**src/rtl/mm_result_drain_if.sv**
```systemverilog
// ============================================================================
// mm_result_drain_if : control, MXU result and RAM write signals of the drain
// Rev 1.0
// ============================================================================
`default_nettype none

interface mm_result_drain_if;
  logic         lsu_mm_drain_ctrl_vld;
  logic [3:0]   lsu_mm_drain_ctrl_row_len;
  logic [3:0]   lsu_mm_drain_ctrl_col_len;
  logic [11:0]  lsu_mm_drain_ctrl_start_addr;
  logic [15:0]  lsu_mm_drain_mxu_vld;
  logic [127:0] lsu_mm_drain_mxu_data;
  logic         lsu_mm_drain_ram_wr_vld;
  logic         lsu_mm_drain_ram_wr_rdy;
  logic [7:0]   lsu_mm_drain_ram_wr_addr;
  logic [127:0] lsu_mm_drain_ram_wr_data;
  logic [15:0]  lsu_mm_drain_ram_wr_strb;
  logic         lsu_mm_drain_busy;
  logic         lsu_mm_drain_done;
  logic         lsu_mm_drain_err;

  // Drain block side
  modport master (
    input  lsu_mm_drain_ctrl_vld, lsu_mm_drain_ctrl_row_len, lsu_mm_drain_ctrl_col_len,
    input  lsu_mm_drain_ctrl_start_addr, lsu_mm_drain_mxu_vld, lsu_mm_drain_mxu_data,
    input  lsu_mm_drain_ram_wr_rdy,
    output lsu_mm_drain_ram_wr_vld, lsu_mm_drain_ram_wr_addr, lsu_mm_drain_ram_wr_data,
    output lsu_mm_drain_ram_wr_strb, lsu_mm_drain_busy, lsu_mm_drain_done, lsu_mm_drain_err
  );

  // Controller / MXU / RAM side
  modport slave (
    output lsu_mm_drain_ctrl_vld, lsu_mm_drain_ctrl_row_len, lsu_mm_drain_ctrl_col_len,
    output lsu_mm_drain_ctrl_start_addr, lsu_mm_drain_mxu_vld, lsu_mm_drain_mxu_data,
    output lsu_mm_drain_ram_wr_rdy,
    input  lsu_mm_drain_ram_wr_vld, lsu_mm_drain_ram_wr_addr, lsu_mm_drain_ram_wr_data,
    input  lsu_mm_drain_ram_wr_strb, lsu_mm_drain_busy, lsu_mm_drain_done, lsu_mm_drain_err
  );
endinterface

`default_nettype wire

```
**src/rtl/mm_result_drain.sv**
```systemverilog
// ============================================================================
// mm_result_drain : de-skews MXU bottom-edge lanes into rows and writes them
//                   to RAM in row order with a vld/rdy handshake.
// Rev 1.0
// ============================================================================
`default_nettype none

module mm_result_drain (
  input  logic              clk,
  input  logic              rst,
  mm_result_drain_if.master drain_if
);

  typedef enum logic [1:0] {
    ST_IDLE    = 2'd0,
    ST_COLLECT = 2'd1,
    ST_DONE    = 2'd2
  } state_e;

  state_e       state_q, state_d;
  logic         ctrl_vld_ff_q;
  logic [4:0]   lane_cnt_q [16];
  logic [4:0]   lane_cnt_d [16];
  logic [4:0]   wp_q, wp_d;
  logic         err_q, err_d;
  logic         wr_vld_q, wr_vld_d;
  logic [7:0]   wr_addr_q, wr_addr_d;
  logic [127:0] wr_data_q, wr_data_d;
  logic [15:0]  wr_strb_q, wr_strb_d;
  logic [127:0] buf_q [16];

  logic [15:0]  lane_wr;
  logic         row_ok;
  logic [7:0]   lane_byte;
  logic         start;
  logic [3:0]   row_len;
  logic [3:0]   col_len;
  logic [15:0]  strb_mask;
  logic         w_unused_addr_lsb;

  assign row_len           = drain_if.lsu_mm_drain_ctrl_row_len;
  assign col_len           = drain_if.lsu_mm_drain_ctrl_col_len;
  assign start             = drain_if.lsu_mm_drain_ctrl_vld & ~ctrl_vld_ff_q;
  assign strb_mask         = 16'hFFFF >> (4'd15 - col_len);
  assign w_unused_addr_lsb = ^drain_if.lsu_mm_drain_ctrl_start_addr[3:0];

  always_comb begin
    state_d    = state_q;
    lane_cnt_d = lane_cnt_q;
    wp_d       = wp_q;
    err_d      = err_q;
    wr_vld_d   = wr_vld_q;
    wr_addr_d  = wr_addr_q;
    wr_data_d  = wr_data_q;
    wr_strb_d  = wr_strb_q;
    lane_wr    = '0;
    row_ok     = 1'b1;
    lane_byte  = '0;

    case (state_q)
      ST_IDLE: begin
        if (start) begin
          state_d = ST_COLLECT;
          for (int j = 0; j < 16; j++) lane_cnt_d[j] = '0;
          wp_d     = '0;
          err_d    = 1'b0;
          wr_vld_d = 1'b0;
        end
      end

      ST_COLLECT: begin
        if (!drain_if.lsu_mm_drain_ctrl_vld) begin
          state_d  = ST_IDLE;
          wr_vld_d = 1'b0;
        end else begin
          for (int j = 0; j < 16; j++) begin
            if (drain_if.lsu_mm_drain_mxu_vld[j] && (4'(j) <= col_len)) begin
              if (lane_cnt_q[j] <= {1'b0, row_len}) begin
                lane_wr[j]    = 1'b1;
                lane_cnt_d[j] = lane_cnt_q[j] + 5'd1;
              end else begin
                err_d = 1'b1;
              end
            end
          end

          if (wr_vld_q && drain_if.lsu_mm_drain_ram_wr_rdy) wp_d = wp_q + 5'd1;

          if (wr_vld_q && !drain_if.lsu_mm_drain_ram_wr_rdy) begin
            wr_vld_d = 1'b1;
          end else if (wp_d > {1'b0, row_len}) begin
            wr_vld_d = 1'b0;
            state_d  = ST_DONE;
          end else begin
            // Row wp_d is judged on next-cycle counters so a row completed
            // this cycle presents on the very next edge.
            for (int j = 0; j < 16; j++) begin
              if ((4'(j) <= col_len) && (lane_cnt_d[j] <= wp_d)) row_ok = 1'b0;
            end
            wr_vld_d  = row_ok;
            wr_addr_d = drain_if.lsu_mm_drain_ctrl_start_addr[11:4] + {3'b000, wp_d};
            wr_strb_d = strb_mask;
            for (int j = 0; j < 16; j++) begin
              if (lane_wr[j] && (lane_cnt_q[j][3:0] == wp_d[3:0]))
                lane_byte = drain_if.lsu_mm_drain_mxu_data[8*j +: 8];
              else
                lane_byte = buf_q[wp_d[3:0]][8*j +: 8];
              wr_data_d[8*j +: 8] = strb_mask[j] ? lane_byte : 8'h00;
            end
          end
        end
      end

      ST_DONE: state_d = ST_IDLE;

      default: state_d = ST_IDLE;
    endcase
  end

  always_ff @(posedge clk) begin
    if (rst) begin
      state_q       <= ST_IDLE;
      ctrl_vld_ff_q <= 1'b0;
      for (int j = 0; j < 16; j++) lane_cnt_q[j] <= '0;
      wp_q          <= '0;
      err_q         <= 1'b0;
      wr_vld_q      <= 1'b0;
      wr_addr_q     <= '0;
      wr_data_q     <= '0;
      wr_strb_q     <= '0;
    end else begin
      state_q       <= state_d;
      ctrl_vld_ff_q <= drain_if.lsu_mm_drain_ctrl_vld;
      lane_cnt_q    <= lane_cnt_d;
      wp_q          <= wp_d;
      err_q         <= err_d;
      wr_vld_q      <= wr_vld_d;
      wr_addr_q     <= wr_addr_d;
      wr_data_q     <= wr_data_d;
      wr_strb_q     <= wr_strb_d;
    end
  end

  // Row buffer holds only data; validity lives in the lane counters.
  always_ff @(posedge clk) begin
    for (int j = 0; j < 16; j++) begin
      if (lane_wr[j])
        buf_q[lane_cnt_q[j][3:0]][8*j +: 8] <= drain_if.lsu_mm_drain_mxu_data[8*j +: 8];
    end
  end

  assign drain_if.lsu_mm_drain_ram_wr_vld  = wr_vld_q;
  assign drain_if.lsu_mm_drain_ram_wr_addr = wr_addr_q;
  assign drain_if.lsu_mm_drain_ram_wr_data = wr_data_q;
  assign drain_if.lsu_mm_drain_ram_wr_strb = wr_strb_q;
  assign drain_if.lsu_mm_drain_busy        = (state_q != ST_IDLE);
  assign drain_if.lsu_mm_drain_done        = (state_q == ST_DONE);
  assign drain_if.lsu_mm_drain_err         = err_q;

endmodule

`default_nettype wire
```
**src/flat_wrapper.sv**
```systemverilog
// flat-port wrapper written by rule: the top's interface ports become plain ports
module mm_result_drain_flat 
  (clk, rst, drain_if_lsu_mm_drain_ctrl_vld, drain_if_lsu_mm_drain_ctrl_row_len, drain_if_lsu_mm_drain_ctrl_col_len, drain_if_lsu_mm_drain_ctrl_start_addr, drain_if_lsu_mm_drain_mxu_vld, drain_if_lsu_mm_drain_mxu_data, drain_if_lsu_mm_drain_ram_wr_rdy, drain_if_lsu_mm_drain_ram_wr_vld, drain_if_lsu_mm_drain_ram_wr_addr, drain_if_lsu_mm_drain_ram_wr_data, drain_if_lsu_mm_drain_ram_wr_strb, drain_if_lsu_mm_drain_busy, drain_if_lsu_mm_drain_done, drain_if_lsu_mm_drain_err);
  mm_result_drain_if drain_if_i ();
  input  logic clk;
  input  logic rst;
  input wire logic [$bits(drain_if_i.lsu_mm_drain_ctrl_vld)-1:0] drain_if_lsu_mm_drain_ctrl_vld;
  input wire logic [$bits(drain_if_i.lsu_mm_drain_ctrl_row_len)-1:0] drain_if_lsu_mm_drain_ctrl_row_len;
  input wire logic [$bits(drain_if_i.lsu_mm_drain_ctrl_col_len)-1:0] drain_if_lsu_mm_drain_ctrl_col_len;
  input wire logic [$bits(drain_if_i.lsu_mm_drain_ctrl_start_addr)-1:0] drain_if_lsu_mm_drain_ctrl_start_addr;
  input wire logic [$bits(drain_if_i.lsu_mm_drain_mxu_vld)-1:0] drain_if_lsu_mm_drain_mxu_vld;
  input wire logic [$bits(drain_if_i.lsu_mm_drain_mxu_data)-1:0] drain_if_lsu_mm_drain_mxu_data;
  input wire logic [$bits(drain_if_i.lsu_mm_drain_ram_wr_rdy)-1:0] drain_if_lsu_mm_drain_ram_wr_rdy;
  output wire logic [$bits(drain_if_i.lsu_mm_drain_ram_wr_vld)-1:0] drain_if_lsu_mm_drain_ram_wr_vld;
  output wire logic [$bits(drain_if_i.lsu_mm_drain_ram_wr_addr)-1:0] drain_if_lsu_mm_drain_ram_wr_addr;
  output wire logic [$bits(drain_if_i.lsu_mm_drain_ram_wr_data)-1:0] drain_if_lsu_mm_drain_ram_wr_data;
  output wire logic [$bits(drain_if_i.lsu_mm_drain_ram_wr_strb)-1:0] drain_if_lsu_mm_drain_ram_wr_strb;
  output wire logic [$bits(drain_if_i.lsu_mm_drain_busy)-1:0] drain_if_lsu_mm_drain_busy;
  output wire logic [$bits(drain_if_i.lsu_mm_drain_done)-1:0] drain_if_lsu_mm_drain_done;
  output wire logic [$bits(drain_if_i.lsu_mm_drain_err)-1:0] drain_if_lsu_mm_drain_err;
  assign drain_if_i.lsu_mm_drain_ctrl_vld = drain_if_lsu_mm_drain_ctrl_vld;
  assign drain_if_i.lsu_mm_drain_ctrl_row_len = drain_if_lsu_mm_drain_ctrl_row_len;
  assign drain_if_i.lsu_mm_drain_ctrl_col_len = drain_if_lsu_mm_drain_ctrl_col_len;
  assign drain_if_i.lsu_mm_drain_ctrl_start_addr = drain_if_lsu_mm_drain_ctrl_start_addr;
  assign drain_if_i.lsu_mm_drain_mxu_vld = drain_if_lsu_mm_drain_mxu_vld;
  assign drain_if_i.lsu_mm_drain_mxu_data = drain_if_lsu_mm_drain_mxu_data;
  assign drain_if_i.lsu_mm_drain_ram_wr_rdy = drain_if_lsu_mm_drain_ram_wr_rdy;
  assign drain_if_lsu_mm_drain_ram_wr_vld = drain_if_i.lsu_mm_drain_ram_wr_vld;
  assign drain_if_lsu_mm_drain_ram_wr_addr = drain_if_i.lsu_mm_drain_ram_wr_addr;
  assign drain_if_lsu_mm_drain_ram_wr_data = drain_if_i.lsu_mm_drain_ram_wr_data;
  assign drain_if_lsu_mm_drain_ram_wr_strb = drain_if_i.lsu_mm_drain_ram_wr_strb;
  assign drain_if_lsu_mm_drain_busy = drain_if_i.lsu_mm_drain_busy;
  assign drain_if_lsu_mm_drain_done = drain_if_i.lsu_mm_drain_done;
  assign drain_if_lsu_mm_drain_err = drain_if_i.lsu_mm_drain_err;
  mm_result_drain u_core (.clk(clk), .rst(rst), .drain_if(drain_if_i));
endmodule
```
**config.mk**
```make
export PLATFORM = sky130hd
export DESIGN_NAME = mm_result_drain_flat
export DESIGN_NICKNAME = d
export VERILOG_FILES = /design/src/rtl/mm_result_drain_if.sv /design/src/rtl/mm_result_drain.sv /design/src/flat_wrapper.sv
export SDC_FILE = /design/constraint.sdc
export NUM_CORES = 2
export LEC_CHECK = 0
export BUFFER_PORTS_ARGS = -buffer_cell sky130_fd_sc_hd__clkbuf_2
export CAP_MARGIN = 20
export CORE_AREA = 2 2 445 447
export DETAILED_ROUTE_END_ITERATION = 12
export DIE_AREA = 0 0 447 449
export GPL_TIMING_DRIVEN = 1
export PLACE_DENSITY = 0.69
export SYNTH_ARGS = -nofsm -noshare
export SYNTH_HDL_FRONTEND = slang
export SYNTH_SLANG_ARGS = --single-unit
```
**constraint.sdc**
```tcl
create_clock -name clk -period 5.8 [get_ports clk]
set_clock_uncertainty 0.15 [all_clocks]
set_input_delay 0 -clock clk [delete_from_list [all_inputs] [get_ports clk]]
set_output_delay 0 -clock clk [all_outputs]
set_load 0.005 [all_outputs]
```
-- After elaboration in Yosys (flattened, before gate mapping)
Memory sizes are Yosys's and may differ from the RTL's.
Index checks and enable logic that the tools add are counted.
- output and inout port bits: 156
- bits in writable memories: 2048
- memories: 1
- latch bits: 0
- logic and storage cells: 447
- register bits after elaboration: 242
- input bits: 168
- ROM bits: 0
- $mul: 0
- bitwise gates (word level): 4
- add/sub/neg operators: 19
- $lt $le $gt $ge: 49
- divide/modulo/power cells: 0
- shift operators: 1
- reductions and logical operators: 58
- equality and inequality tests: 22
- multiplexer cells: 269
- memories (name ; words ; bits a word ; rd ports ; clocked after memory_dff ; wr ports ; line ; source):
    u_core.buf_q ; 16 ; 128 ; 1 ; 0 ; 16 ; mm_result_drain.sv:30 ; logic [127:0] buf_q [16];
- operator list (kind ; number):
    5-bit two-way mux ; 69
    8-bit two-way mux ; 32
    80-bit two-way mux ; 2
    80-bit case mux with 2 select lines ; 1
    1-bit two-way mux ; 155
    5-bit by 1-bit adder with 5-bit output, second input constant ; 17
    5-bit by 4-bit less-or-equal comparator with 1-bit output ; 16
    5-bit less-or-equal comparator ; 16
    4-bit == test ; 16
    1-bit logical AND ; 50
    4-bit less-or-equal comparator, first input constant ; 8
    16-bit two-way mux ; 2
    3-bit by 4-bit less-or-equal comparator with 1-bit output, first input constant ; 4
    16-bit by 4-bit right shift with 16-bit output, first input constant ; 1
    5-bit case mux with 2 select lines ; 1
    8-bit by 5-bit adder with 8-bit output ; 1
    1-bit by 4-bit less-or-equal comparator with 1-bit output, first input constant ; 2
    2-bit by 4-bit less-or-equal comparator with 1-bit output, first input constant ; 2
    2-bit two-way mux ; 4
    3-bit AND reduction ; 2
    5-bit by 4-bit > comparator with 1-bit output ; 1
    1-bit case mux with 2 select lines ; 2
    2-bit case mux with 2 select lines ; 1
    4-bit AND reduction ; 1
    other kinds (13) ; 16

-- Depth between registers and ports, before layout
- depth after elaboration: 41
- depth in mapped cells: 17
- mapped depth without buffers: 16

-- Worst setup path before layout
OpenSTA, ideal clock, no wires.
- path type: register to register
- from: reg u_core.wr_vld_q (netlist: u_core.drain_if.lsu_mm_drain_ram_wr_vld)
- to: reg u_core.wr_data_q[80] (netlist: u_core.drain_if.lsu_mm_drain_ram_wr_data[80])
- arrival: 3.807 ns
- data required time: 5.530 ns
- slack: 1.723 ns
- stages on the path, launching flop included: 17
- cell sequence: dfxtp_1 > and2_2 > and4_1 > xor2_4 > buf_4 > clkbuf_1 > buf_2 > ha_1 > a21oi_1 > inv_1 > o21a_1 > nor4_2 > nor2_1 > clkbuf_1 > clkbuf_1 > a22oi_1 > nand2_1
- word-level cells in the longest chain between the ends: 8
- elaborated cells between the ends (all ways): 14
- ends and longest elaborated chain (what ; line ; source):
    start: declaration ; mm_result_drain.sv:26 ; logic wr_vld_q, wr_vld_d;
    start signal: assignment ; mm_result_drain.sv:137 ; wr_vld_q <= wr_vld_d;
    parallel branches: the longest is 8 deep, another holds memory read 16 x 128 bit ; - ;
    end signal: assignment ; mm_result_drain.sv:139 ; wr_data_q <= wr_data_d;
    end: declaration ; mm_result_drain.sv:28 ; logic [127:0] wr_data_q, wr_data_d;
Several ways; the timed one is not identified. The select of a mux whose other input is x is not followed.
A chain may end at the register's enable or synchronous reset.

-- Final worst setup path
- from: reg u_core.wr_vld_q (netlist: u_core.drain_if.lsu_mm_drain_ram_wr_vld)
- to: reg u_core.wr_addr_q[5] (netlist: u_core.drain_if.lsu_mm_drain_ram_wr_addr[5])
- word-level cells in the longest chain between the ends: 7
- elaborated cells between the ends (all ways): 10
- ends and longest elaborated chain (what ; line ; source):
    1-bit logical AND ; mm_result_drain.sv:87 ; if (wr_vld_q && drain_if.lsu_mm_drain_ram_wr_rdy) wp_d = wp_q + 5'd1;
    5-bit two-way mux ; mm_result_drain.sv:87 ;
    5-bit two-way mux ; mm_result_drain.sv:72 ; if (!drain_if.lsu_mm_drain_ctrl_vld) begin
    5-bit two-way mux ; mm_result_drain.sv:60 ; case (state_q)
    5-bit by 4-bit > comparator with 1-bit output ; mm_result_drain.sv:91 ; end else if (wp_d > {1'b0, row_len}) begin
    1-bit inverter (no source line) ; - ;
    4-bit AND reduction (no source line) ; - ;
    end signal: assignment ; mm_result_drain.sv:138 ; wr_addr_q <= wr_addr_d;
    end: declaration ; mm_result_drain.sv:27 ; logic [7:0] wr_addr_q, wr_addr_d;
Several ways; a longest one is shown, not always the timed one. The select of a mux whose other input is x is not followed.

==> flow_metrics.py <==
metrics = {
    "status": {
        "status": "completed",
    },
    "worst_setup_path": {
        "timing.rr.end": "u_core.drain_if.lsu_mm_drain_ram_wr_addr[5]",
        "worst_setup_path_end_kind": "flop",
        "crit_fanout": 115,
        "reg2reg_depth": 15,
        "slowest_delay_ps": 610,
        "slowest_stage": "dlygate4sd3_1",
        "regToRegSetupSlack_ps": 230,
        "critical_path.startpoint": "u_core.drain_if.lsu_mm_drain_ram_wr_vld",
        "path_cells": "and2_2 > xor2_4 > buf_4 > buf_12 > ha_1 > a21o_1 > a21oi_1 > o21bai_1 > a21oi_1 > xnor2_1 > dlygate4sd3_1 > nand2_1 > dlygate4sd3_1 > a21oi_1 > dlygate4sd3_1",
        "crit_arrival_ps": 6230,
        "cp_data_required_time_ps": 6460,
        "setup.worst_path.class": "reg -> reg",
        "regToRegStartpoint": "u_core.drain_if.lsu_mm_drain_ram_wr_vld",
        "cp-start-kind": "flop",
    },
    "power": {
        "leakage_nw": 37.1,
        "internal_power_mw": 26.6,
        "swShare_pct": 20.6,
        "powerDensity_nw_per_um2": 295,
        "peakVddDrop_uv": 290,
        "pwr-share-seq_pct": 53.8,
        "p_clk_share_pct": 43.3,
        "p_comb_share_pct": 2.9,
        "p_sw_mw": 6.89,
    },
    "timing": {
        "setup-violations-final": 0,
        "rsz0062_at_grt": "no",
        "setup_ws_ps": 231,
        "finalCriticalPeriod_ps": 5570,
        "relSlewSlack_pct": 22.6,
        "final.period_utilization_pct": 96.0,
        "hold_violations": 0,
        "report.final.slew_viol_count": 0,
        "fmax_mhz": 180,
        "worst_hold_slack_ps": 49.0,
        "tightest_slew_ps": 1160,
        "tns_ps": 0,
    },
    "synthesis": {
        "syn_avg_cell_area_sq_um": 15.8,
        "yosys.area_share.simple_pct": 6.87,
        "synthMuxAreaShare_pct": 16.5,
        "ys_types": 79,
        "synth_warnings": 0,
        "syn_inst": 6170,
        "synth_edf_count": 2048,
        "synth_flop_cell": "edfxtp_1",
        "ys_ff_latch": 2290,
        "synth_seq_area_share_pct": 68.0,
        "syn_nets": 6557,
        "yosysTopAreaCell": "edfxtp_1",
        "synthXorXnorAreaFrac_pct": 1.17,
        "synth_top_family_by_area": "multiplexers",
        "synthTopCellsByArea": "edfxtp_1, mux2i_1, mux4_2, dfxtp_1, ha_1",
        "synth_top_area_share_pct": 63.0,
        "synth_compound_area_share_pct": 2.83,
        "syn_area_sq_um": 97600,
        "synthAdderAreaFrac_pct": 2.81,
        "async_flop_share_pct": 0,
    },
    "clock_network": {
        "ctsLongestPathBuffers": 3,
        "clkLatencyLatePin_ps": 880,
        "cts_setup_buffers": 0,
        "htree_levels": 4,
        "clockRootBuffer": "clkbuf_16",
        "cts_tree": "built",
        "clk_pin_slew_worst_paths_ps": 60,
        "cts_resized": 0,
        "cts_inserted_buffers": 222,
        "cts.sinks": 2290,
    },
    "grt": {
        "grt_pass1_vias": 56110,
        "grtUsageTotal_pct": 23.6,
        "overflow": 0,
        "grt_start_max_net_pins": 124,
        "grt_antenna_before_repair": 26,
        "grt_first_pass_wirelength_um": 353000,
    },
    "placed_design": {
        "place_inst": 8937,
        "pre_cts_ws_ps": 1160,
        "place_hpwl_um": 149000,
        "io_buffers": 319,
        "place_congestion": 0.852,
    },
    "cells_and_area": {
        "drive_gt1_share_pct": 15.9,
        "stdcell_count": 9715,
        "fin_util_pct": 57.7,
        "final_nets": 7251,
        "fill_cells": 14968,
        "regArea_sq_um": 66300,
        "multiInputGateArea_sq_um": 29600,
        "syn2layout_area_growth_pct": 16.0,
    },
    "drt": {
        "wirelength_um": 240000,
        "viasPerCell": 5.72,
        "dr.pass1.iters": 6,
        "drc": 0,
        "route.antenna.remaining_nets": 0,
        "wl_per_cell_um": 24.7,
        "via_count": 55583,
        "drtIter0Drc": 5138,
    },
    "min_path": {
        "hp-class": "in -> reg",
        "min_to": "u_core.buf_q[2][75]",
        "hold_depth": 2,
        "holdCritStartpoint": "drain_if_lsu_mm_drain_mxu_data[75]",
    },
    "die": {
        "die_h_um": 449,
        "coreArea_sq_um": 196000,
        "dieArea_sq_um": 201000,
        "rows": 163,
        "die_x_um": 447,
        "num_io_pins": 324,
        "start_util_pct": 49.8,
    },
    "run": {
        "maxCapViolCount": 0,
    },
}
## how the worst max path moves through the flow
stage,to,cells past startpoint
floorplan,u_core.drain_if.lsu_mm_drain_ram_wr_data[80],16
finish,u_core.drain_if.lsu_mm_drain_ram_wr_addr[5],15
CTS,u_core.drain_if.lsu_mm_drain_ram_wr_addr[5],15
global placement,u_core.drain_if.lsu_mm_drain_ram_wr_data[103],12
global route,u_core.drain_if.lsu_mm_drain_ram_wr_addr[5],15
detailed placement,u_core.drain_if.lsu_mm_drain_ram_wr_data[118],12
## sequential cells by signal (all words and copies together), names as in the netlist
signal,flops
u_core.drain_if.lsu_mm_drain_ram_wr_data,128
u_core.drain_if.lsu_mm_drain_err,1
u_core.drain_if.lsu_mm_drain_ram_wr_vld,1
u_core.drain_if.lsu_mm_drain_ram_wr_strb,16
u_core.state_q,2
u_core.wp_q,5
u_core.lane_cnt_q,80
u_core.ctrl_vld_ff_q,1
u_core.drain_if.lsu_mm_drain_ram_wr_addr,8
u_core.buf_q,2048
## stage by stage
step | area (sq um) | power (mW)
after floorplan | 97600 | 18.6
after global placement | 102000 | 19.1
after detailed placement | 102000 | 19.1
after CTS | 113000 | 33.7
after global routing | 113000 | 34.4
final | 113000 | 33.5
## power groups by stage
| stage | clock, mW | combinational, mW | sequential, mW |
|---|---|---|---|
| floorplan | 0 | 0.261 | 18.4 |
| global placement | 0 | 0.711 | 18.4 |
| global route | 15.3 | 1.03 | 18.0 |
| CTS | 14.7 | 0.951 | 18.0 |
| detailed placement | 0 | 0.744 | 18.4 |
| finish | 14.5 | 0.963 | 18.0 |
## critical path: cells and delay by family (launching register included)
| kind | cells | cell delay [ps] |
|---|---|---|
| simple gates | 2 | 310 |
| xor+xnor | 2 | 380 |
| flops | 1 | 440 |
| compound gates | 5 | 720 |
| fa+ha+maj | 1 | 350 |
| buf+inv | 5 | 2880 |
## layout by cell type, fill, tap and decap left out, drive strengths merged, types with 86 or more instances in the layout
cell type / netlist / layout
ha: 218 / 218
nand3: 226 / 226
mux4: 256 / 256
buf: 172 / 137
nand2: 529 / 529
clkbuf: 152 / 608
clkinv: 0 / 86
edfxtp: 2048 / 2048
xnor2: 105 / 105
nand4: 112 / 112
dfxtp: 242 / 242
mux2i: 1029 / 1029
nor2: 242 / 242
dlygate4sd3: 0 / 338
a21oi: 92 / 92
inv: 95 / 103
## repair_timing
action / 4_1_cts / 5_1_grt
hold buffers: 338 / 0
hold endpoints to repair: 2657 / 0
endpoints found under the setup margin: 0 / 0
## metal layers
metal	track usage, %	share of wire, %
met2	38.5	49
met4	11.1	4.5
met3	3.63	6.4
met5	0	0.0088
met1	31.0	40
## logic make-up (layout without fill, tap and decap cells)
group / after synthesis / after routing
DFF: 2290 / 2290
and+or+nand+nor: 1430 / 1430
muxes: 1291 / 1291
buffers and inverters: 419 / 1307
AOI/OAI and AO/OA: 401 / 401
adders and majority gates: 219 / 219
xor gates and xnor gates: 120 / 120
other: 0 / 17
## synth_stat cells, types with 27 or more instances
cell type,count
a211oi_1,31
a21oi_1,92
and2_1,75
and3_1,28
buf_2,141
clkbuf_1,152
dfxtp_1,242
edfxtp_1,2048
ha_1,218
inv_1,89
mux2i_1,1029
mux4_2,256
nand2_1,529
nand2b_1,34
nand3_1,226
nand4_1,112
nor2_1,242
nor2b_1,27
nor3_1,83
o211ai_1,44
o21ai_0,55
xnor2_1,105
## final cells by class
type,count,share of cell area [%]
Clock buffer,289,5.27
Tap cell,2640,2.92
Clock inverter,129,1.26
Inverter,95,0.328
Timing Repair Buffer,794,5.44
Sequential cell,2290,58.6
Multi-Input combinational cell,3461,26.2
Antenna cell,17,0.0376
Note: power is estimated with default switching activity, not from simulation.
